$ cat src/rtl/pkt_pacer.sv
// pkt_pacer: buffers packets in an input FIFO and releases them with a
// software-programmed minimum inter-packet gap (in clock cycles).
// Register block: SW reg 0 = {pace_en[31], gap[GAP_WIDTH-1:0]},
// HW reg 0 = pkt_count, HW reg 1 = stall_cycles (only when the
// PKT_PACER_STALL_CNT_EN macro is defined; otherwise the map ends at pkt_count).
// Register word index: 0 = ctrl, 1 = pkt_count, 2 = stall_cycles.

`ifndef UDP_REG_ADDR_WIDTH
`define UDP_REG_ADDR_WIDTH 23
`endif
`ifndef CPCI_NF2_DATA_WIDTH
`define CPCI_NF2_DATA_WIDTH 32
`endif
`ifndef PKT_PACER_REG_ADDR_WIDTH
`define PKT_PACER_REG_ADDR_WIDTH 6
`endif
`ifndef PKT_PACER_BLOCK_ADDR
`define PKT_PACER_BLOCK_ADDR 17'h00042
`endif

module pkt_pacer #(
    parameter int unsigned DATA_WIDTH        = 64,
    parameter int unsigned CTRL_WIDTH        = 8,
    parameter int unsigned UDP_REG_SRC_WIDTH = 3,
    parameter int unsigned GAP_WIDTH         = 16,
    parameter int unsigned FIFO_DEPTH_BITS   = 5
) (
    input  logic                                clk,
    input  logic                                reset,
    input  logic [DATA_WIDTH-1:0]               in_data,
    input  logic [CTRL_WIDTH-1:0]               in_ctrl,
    input  logic                                in_wr,
    output logic                                in_rdy,
    output logic [DATA_WIDTH-1:0]               out_data,
    output logic [CTRL_WIDTH-1:0]               out_ctrl,
    output logic                                out_wr,
    input  logic                                out_rdy,
    input  logic                                reg_req_in,
    input  logic                                reg_ack_in,
    input  logic                                reg_rd_wr_L_in,
    input  logic [`UDP_REG_ADDR_WIDTH-1:0]      reg_addr_in,
    input  logic [`CPCI_NF2_DATA_WIDTH-1:0]     reg_data_in,
    input  logic [UDP_REG_SRC_WIDTH-1:0]        reg_src_in,
    output logic                                reg_req_out,
    output logic                                reg_ack_out,
    output logic                                reg_rd_wr_L_out,
    output logic [`UDP_REG_ADDR_WIDTH-1:0]      reg_addr_out,
    output logic [`CPCI_NF2_DATA_WIDTH-1:0]     reg_data_out,
    output logic [UDP_REG_SRC_WIDTH-1:0]        reg_src_out
);

    localparam int unsigned FIFO_DEPTH = 2 ** FIFO_DEPTH_BITS;
    localparam int unsigned FW         = CTRL_WIDTH + DATA_WIDTH;
    localparam logic [FIFO_DEPTH_BITS:0] C_FULL   = {1'b1, {FIFO_DEPTH_BITS{1'b0}}};
    localparam logic [FIFO_DEPTH_BITS:0] C_NEARLY = {1'b0, {FIFO_DEPTH_BITS{1'b1}}};
    localparam logic [`PKT_PACER_REG_ADDR_WIDTH-1:0] RA_CTRL  = 0;
    localparam logic [`PKT_PACER_REG_ADDR_WIDTH-1:0] RA_PKT   = 1;
`ifdef PKT_PACER_STALL_CNT_EN
    localparam logic [`PKT_PACER_REG_ADDR_WIDTH-1:0] RA_STALL = 2;
`endif

    typedef enum logic [1:0] {S_IDLE, S_HDR, S_BODY, S_GAP} state_t;

    state_t                      r_state, w_next;
    logic [FW-1:0]               r_mem [FIFO_DEPTH];
    logic [FIFO_DEPTH_BITS-1:0]  r_wr_ptr, r_rd_ptr;
    logic [FIFO_DEPTH_BITS:0]    r_count;
    logic [GAP_WIDTH-1:0]        r_gap_cnt, r_gap;
    logic                        r_pace_en;
    logic [31:0]                 r_pkt_count;
    logic                        w_empty, w_full, w_fifo_wr, w_word_go, w_eop, w_to_gap;
    logic [FW-1:0]               w_head;
    logic                        w_reg_hit;
    logic [`PKT_PACER_REG_ADDR_WIDTH-1:0]  w_reg_idx;
    logic [`CPCI_NF2_DATA_WIDTH-1:0]       w_ctrl_rd, w_rd_data;
`ifdef PKT_PACER_STALL_CNT_EN
    logic [31:0]                 r_stall;
`endif

    assign w_empty   = (r_count == '0);
    assign w_full    = (r_count == C_FULL);
    assign w_fifo_wr = in_wr && !w_full;
    assign in_rdy    = !(r_count >= C_NEARLY);
    assign w_head    = r_mem[r_rd_ptr];
    assign out_ctrl  = w_head[FW-1:DATA_WIDTH];
    assign out_data  = w_head[DATA_WIDTH-1:0];
    assign out_wr    = w_word_go;
    assign w_to_gap  = r_pace_en && (r_gap != '0);

    // FIFO storage: written on every accepted input word
    always_ff @(posedge clk) begin
        if (w_fifo_wr) r_mem[r_wr_ptr] <= {in_ctrl, in_data};
    end

    // FIFO pointers and occupancy; a simultaneous read and write leave occupancy unchanged
    always_ff @(posedge clk) begin
        if (reset) begin
            r_wr_ptr <= '0;
            r_rd_ptr <= '0;
            r_count  <= '0;
        end else begin
            if (w_fifo_wr) r_wr_ptr <= r_wr_ptr + 1'b1;
            if (w_word_go) r_rd_ptr <= r_rd_ptr + 1'b1;
            if (w_fifo_wr && !w_word_go)      r_count <= r_count + 1'b1;
            else if (!w_fifo_wr && w_word_go) r_count <= r_count - 1'b1;
        end
    end

    // FSM state register
    always_ff @(posedge clk) begin
        if (reset) r_state <= S_IDLE;
        else       r_state <= w_next;
    end

    // FSM next state, FIFO read enable and EOP detection
    always_comb begin
        w_next    = r_state;
        w_word_go = 1'b0;
        w_eop     = 1'b0;
        case (r_state)
            S_IDLE, S_HDR: begin
                if (!w_empty && out_rdy) begin
                    w_word_go = 1'b1;
                    if (out_ctrl == '1)      w_next = S_HDR;
                    else if (out_ctrl == '0) w_next = S_BODY;
                    else                     w_eop  = 1'b1;
                end
            end
            S_BODY: begin
                if (!w_empty && out_rdy) begin
                    w_word_go = 1'b1;
                    if (out_ctrl != '0 && out_ctrl != '1) w_eop = 1'b1;
                end
            end
            S_GAP: begin
                if (r_gap_cnt == GAP_WIDTH'(1)) w_next = S_IDLE;
            end
            default: w_next = S_IDLE;
        endcase
        if (w_eop) w_next = w_to_gap ? S_GAP : S_IDLE;
    end

    // Gap down-counter (snapshots gap at EOP) and packet counter
    always_ff @(posedge clk) begin
        if (reset) begin
            r_gap_cnt   <= '0;
            r_pkt_count <= '0;
        end else begin
            if (w_eop) r_pkt_count <= r_pkt_count + 1'b1;
            if (w_eop && w_to_gap)    r_gap_cnt <= r_gap;
            else if (r_state == S_GAP) r_gap_cnt <= r_gap_cnt - 1'b1;
        end
    end

`ifdef PKT_PACER_STALL_CNT_EN
    // Saturating count of gap cycles spent with data waiting in the FIFO
    always_ff @(posedge clk) begin
        if (reset) r_stall <= '0;
        else if (r_state == S_GAP && !w_empty && r_stall != '1) r_stall <= r_stall + 1'b1;
    end
`endif

    assign w_reg_idx = reg_addr_in[`PKT_PACER_REG_ADDR_WIDTH-1:0];
    assign w_reg_hit = reg_req_in && !reg_ack_in &&
        (reg_addr_in[`UDP_REG_ADDR_WIDTH-1:`PKT_PACER_REG_ADDR_WIDTH] == `PKT_PACER_BLOCK_ADDR);

    // Register read-back mux; unmapped words in this block read as 0xDEADBEEF
    always_comb begin
        w_ctrl_rd                  = '0;
        w_ctrl_rd[31]              = r_pace_en;
        w_ctrl_rd[GAP_WIDTH-1:0]   = r_gap;
        w_rd_data                  = 32'hDEAD_BEEF;
        if (w_reg_idx == RA_CTRL)     w_rd_data = w_ctrl_rd;
        else if (w_reg_idx == RA_PKT) w_rd_data = r_pkt_count;
`ifdef PKT_PACER_STALL_CNT_EN
        else if (w_reg_idx == RA_STALL) w_rd_data = r_stall;
`endif
    end

    // Software control register write
    always_ff @(posedge clk) begin
        if (reset) begin
            r_pace_en <= 1'b0;
            r_gap     <= '0;
        end else if (w_reg_hit && !reg_rd_wr_L_in && w_reg_idx == RA_CTRL) begin
            r_pace_en <= reg_data_in[31];
            r_gap     <= reg_data_in[GAP_WIDTH-1:0];
        end
    end

    // Register chain stage: answer hits in this block, pass everything else through
    always_ff @(posedge clk) begin
        if (reset) begin
            reg_req_out     <= 1'b0;
            reg_ack_out     <= 1'b0;
            reg_rd_wr_L_out <= 1'b0;
            reg_addr_out    <= '0;
            reg_data_out    <= '0;
            reg_src_out     <= '0;
        end else begin
            reg_req_out     <= reg_req_in;
            reg_rd_wr_L_out <= reg_rd_wr_L_in;
            reg_addr_out    <= reg_addr_in;
            reg_src_out     <= reg_src_in;
            if (w_reg_hit) begin
                reg_ack_out  <= 1'b1;
                reg_data_out <= reg_rd_wr_L_in ? w_rd_data : reg_data_in;
            end else begin
                reg_ack_out  <= reg_ack_in;
                reg_data_out <= reg_data_in;
            end
        end
    end

endmodule

$ cat config.mk
export PLATFORM = sky130hd
export DESIGN_NAME = pkt_pacer
export DESIGN_NICKNAME = d
export VERILOG_FILES = /design/src/rtl/pkt_pacer.sv
export SDC_FILE = /design/constraint.sdc
export NUM_CORES = 2
export LEC_CHECK = 0
export ABC_AREA = 1
export BUFFER_PORTS_ARGS = -buffer_cell sky130_fd_sc_hd__clkbuf_2
export CORE_MARGIN = 4
export CORE_UTILIZATION = 62
export CTS_CLUSTER_DIAMETER = 150
export DETAILED_ROUTE_END_ITERATION = 16
export PLACE_DENSITY = 0.79
export SETUP_SLACK_MARGIN = 0.3
export SYNTH_ARGS = -nofsm -noshare
export SYNTH_HDL_FRONTEND = slang
export SYNTH_SLANG_ARGS = --single-unit
$ cat constraint.sdc
create_clock -name clk -period 7.9 [get_ports clk]
set_input_delay 0.395 -clock clk [delete_from_list [all_inputs] [get_ports clk]]
set_output_delay 0.395 -clock clk [all_outputs]
set_load 0.03 [all_outputs]
### Yosys cells after proc, flatten, opt, wreduce, memory -nomap -nowiden

Memories as Yosys holds them, arrays and structs flattened. A register that Yosys moved wholly into a read port is not among the register bits.
Cells that the tools add are included.

* muxes and demuxes: 28
* add/sub/neg operators: 6
* $lt $le $gt $ge: 1
* eq/ne operators: 12
* reductions and logical operators: 30

Operators by type and width (count)
* 2-to-1 mux 32 bit: 4
* adder 32 x 1 -> 32 bit (second input constant): 1
* 2-to-1 mux 16 bit: 2
* equality test 17 x 7 -> 1 bit (second input constant): 1
* equality test 16 x 1 -> 1 bit (second input constant): 1
* nonzero test 16 bit: 1
* subtractor 16 x 1 -> 16 bit (second input constant): 1
* logical NOT 6 bit: 2
* 2-to-1 mux 2 bit: 6
* 2-to-1 mux 6 bit: 2
* logical AND 1 bit: 11
* adder 5 x 1 -> 5 bit (second input constant): 2
* 2-to-1 mux 1 bit: 10
* 2-to-1 mux 5 bit: 2
* equality test 8 bit (second input constant): 1
* logical NOT 8 bit: 1
* inequality test 8 bit (second input constant): 1
* nonzero test 8 bit: 1
* logical NOT 1 bit: 7
* adder 6 x 1 -> 6 bit (second input constant): 1
* equality test 6 x 1 -> 1 bit (second input constant): 1
* equality test 6 bit (second input constant): 1
* greater-or-equal comparator 6 x 5 -> 1 bit (second input constant): 1
* inequality test 3 bit (second input constant): 2
* other kinds (12): 14

* word-level logic and storage cells: 92
* memories kept: 1
* flip-flop bits (word level): 144
* memory bits (writable): 2304
* output and inout port bits: 135
* input port bits: 137

Memory list
* r_mem: words 32, bits a word 72, rd ports 1, clocked after Yosys merged registers in 1, wr ports 1, RTL line 65 `logic [FW-1:0] r_mem [FIFO_DEPTH];`

### Longest topological paths before layout

* depth after elaboration: 8
* gate-level depth with buffers: 22

### Worst setup path after synthesis

No wires, ideal clock.

* kind: register to register
* start: reg r_count[0]
* end: mem r_mem[31][0] (netlist bit), enable pin
* clock period less this slack: 6.474 ns
* data required time: 7.307 ns
* setup time: 0.593 ns
* stages on the path, launching flop included: 7
* slack: 1.426 ns
* path buffers: 1
* data arrival time: 5.881 ns
* path through: dfxtp_1 > nor4_1 > nand3_1 > and2_1 > clkbuf_1 > nand2_1 > nor3_1

* longest elaborated chain between the ends: 5

Ends and longest elaborated chain
* start, declared: RTL line 67 `logic [FIFO_DEPTH_BITS:0] r_count;`
* start signal, assigned: RTL line 104 `if (w_fifo_wr && !w_word_go) r_count <= r_count + 1'b1;`
* start signal, assigned: RTL line 105 `else if (!w_fifo_wr && w_word_go) r_count <= r_count - 1'b1;`
* equality test 6 bit: RTL line 81 `assign w_full = (r_count == C_FULL);`
* logical NOT 1 bit: RTL line 82 `assign w_fifo_wr = in_wr && !w_full;`
* logical AND 1 bit: RTL line 82
* net w_fifo_wr: RTL line 71 `logic w_empty, w_full, w_fifo_wr, w_word_go, w_eop, w_to_gap;`
* 2-to-1 mux 1 bit: RTL line 92 `if (w_fifo_wr) r_mem[r_wr_ptr] <= {in_ctrl, in_data};`
* 2-to-1 mux 1 bit (not written as such): RTL line 92
* end, declared: RTL line 65

The timed path passes the listed nets, and every way through them passes these cells.

==> impl_metrics.ini <==
[route]
routed_wirelength_um = 268000
drt_iter0_drc = 11796
vias = 67031
antenna_left = 0
drc = 0
first_pass_iters = 8
vias_per_cell = 6.65
wl_per_cell_um = 26.5

[power]
internal_power_mw = 22.5
vdd_ir_drop_max_mv = 0.272
netSwitchingPower_mw = 10.1
seqPwrFrac_pct = 44.8
power.leakage_nw = 35.8
netSwitchingFraction_pct = 31.0
p_comb_share_pct = 22.1
clkPwrFrac_pct = 33.1
power.density_nw_per_um2 = 303

[sta]
relSlewSlack_pct = 3.41
hold_viol_final = 0
clock_skew_ps = 33.0
maxSlewViolCount = 0
setup_violations = 0
tightest_slew_ps = 1450
whs_ps = 113
period_share_pct = 75.3
grt_setup_unrepaired = false
max_freq_ghz = 0.168
worst_slack_ps = 1950
finalSetupTns_ps = 0
fin_crit_ps = 5950

[layout]
fillers = 9662
syn2layout_area_growth_pct = 11.4
drive_above_1_share_pct = 9.56
nNetsFinal = 7975
fin_util_pct = 69.6
stdcell_count = 10080

[logic_synthesis]
yosys.area.top_type = edfxtp_1
synth_edf_count = 2304
synthTopCellsByCount = edfxtp_1 (2,304), nor2_1 (1,411), o21ai_0 (1,290)
synth_fa_ha_area_share_pct = 0.189
synth_xor_area_share_pct = 0.209
synth.most_common_cell = edfxtp_1
synth_top_family_by_area = compound AO/OA/AOI/OAI gates
post_synth_num_cell_types = 47
synth_cells = 7694
yosys.area.top_type_share_pct = 71.7
synth_compound_area_share_pct = 12.0
ys_dominant_reg_cell = edfxtp_1
synth_area_leaders = edfxtp_1 (72%), o21ai_0 (6.7%), nor2_1 (5.5%)
ys_warn_count = 0
synth.area.mux_share_pct = 0
synth-seq-cells = 2453
async_flop_share_pct = 0
ys_seq_area_share_pct = 74.8
synth-simple-area-share_pct = 10.1
synth_area_per_cell_um2 = 12.5
syn-num-nets = 7845
syn_area_um2 = 96500

[clock_tree]
clkTransAtPathRegs_ps = 70
cts-buffers-inserted = 230
clock-sinks = 2453
cts_root_buf = clkbuf_16
worstSkewPairLatency_ps = 870
clock_path_buffers = 3
cts_tree = done
htreeDepth = 4

[floorplan]
die-area_um2 = 162000
initial_core_util_pct = 62.5
die_x_um = 403
rows = 144
ioPinCount = 272
die-height_um = 403
core_area_um2 = 154000

[critical_path]
cp.arrival_ps = 5560
crit_required_ps = 7510
worstSetupEndpointType = output port
cp_max_fo = 82
crit_buf_inv = 4
cpLargestDelayFamily = buffers and inverters
crit_top_cell = buf_4
crit_chain = buf_4, buf_4, buf_4, o21ai_0, o22ai_1, o21ai_0, o22ai_1, nand2_1, nand2_1, clkbuf_2
critPathMaxStageDelay_ps = 820
startpoint_type = flip-flop
criticalPathCategory = flip-flop to output port
critPathSlowestCell = buf_4

[placement]
place.gp.congestion = 0.856
detailed_place_hpwl_um = 124000
pre_cts_slack_ps = 2970
placed_cells = 9574
portBuffers = 271

[job]
max-cap-violations = 0

[global_route]
antenna_found_initial = 23
grt_max_degree = 233
grt_overflow = 0
first_global_vias = 64042
grt_util_all_layers_pct = 32.1
grt_pass1_wl_um = 392000

[min_path]
min_path_type = input port to flip-flop

[run_status]
status = complete, no violations
## per-stage QoR
step / instance area, um2 / power, mW
3_3_place_gp: 99500 / 21.5
6_report: 108000 / 32.6
5_1_grt: 108000 / 33.8
3_5_place_dp: 99500 / 21.8
4_1_cts: 107000 / 32.4
2_1_floorplan: 96500 / 19.7
## final timing paths
path	from	slack [ps]	cells past startpoint	to
worst min-delay path	in_data[13]	110	1	r_mem[10][13]
worst min register to register	r_gap_cnt[12]	480	2	r_gap_cnt[12]
worst max register to register	flip-flop	2750	18	r_pkt_count[22]
worst max-delay path	flip-flop	1950	10	out_data[19]
## power groups by stage
stage,Sequential [mW],Clock [mW],Combinational (mW)
after floorplan,14.8,0,4.93
after global placement,14.8,0,6.68
after detailed placement,14.8,0,6.92
after CTS,14.6,10.8,7.03
after global routing,14.6,11.4,7.82
final,14.6,10.8,7.19
## cell type report
type | instances | area, um2 | share of cell area, %
Antenna cell | 13 | 32.5 | 0.0303
Sequential cell | 2453 | 72200 | 67.1
Tap cell | 2044 | 2560 | 2.38
Clock inverter | 146 | 1280 | 1.19
Multi-Input combinational cell | 4573 | 21900 | 20.4
Timing Repair Buffer | 434 | 2940 | 2.73
Clock buffer | 285 | 6050 | 5.62
Inverter | 132 | 537 | 0.499
## what timing repair did
action | CTS | global route
hold endpoints to repair | 79 | 0
setup buffers | 0 | 0
setup endpoints to repair | 0 | 0
resized for setup | 0 | 0
hold buffers | 62 | 0
## cells in the final DEF (no fill, tap or decap), types with 33 or more instances in the layout
cell type / instances
edfxtp_1: 2304
clkbuf_1: 45
nor3_1: 34
clkbuf_2: 273
nor2_4: 33
clkinv_2: 50
clkinv_1: 56
nor2_1: 1379
buf_4: 85
inv_1: 125
a21oi_1: 115
o22ai_1: 569
nand2_1: 645
nand3_1: 287
clkbuf_16: 231
dfxtp_1: 144
o21ai_0: 1290
o221ai_1: 50
dlygate4sd3_1: 62
## flip-flops by register name, indices dropped and copies added, names as in the netlist, 2 cells and up, named ones only
register      flops
r_wr_ptr          5
r_rd_ptr          5
reg_src_out       3
r_count           6
r_pkt_count      32
r_gap_cnt        16
r_state           2
r_gap            16
r_mem          2304
reg_data_out     32
reg_addr_out     23
## cell families after synthesis
| logic type | count (synthesis) |
|---|---|
| AO/OA/AOI/OAI | 2103 |
| buffers and inverters | 668 |
| adder cells (fa/ha/maj) | 14 |
| AND/OR/NAND/NOR | 2433 |
| flip-flops | 2453 |
| XOR/XNOR | 23 |
## layer usage
layer	GRT usage [%]	wire length (um)	up-vias
met5	0	92	-
met4	15.0	12300	14
met3	7.23	37300	872
met2	49.8	124000	5316
met1	43.8	94200	32247
li1	-	-	28582
Note: power is estimated with default switching activity, not from simulation.
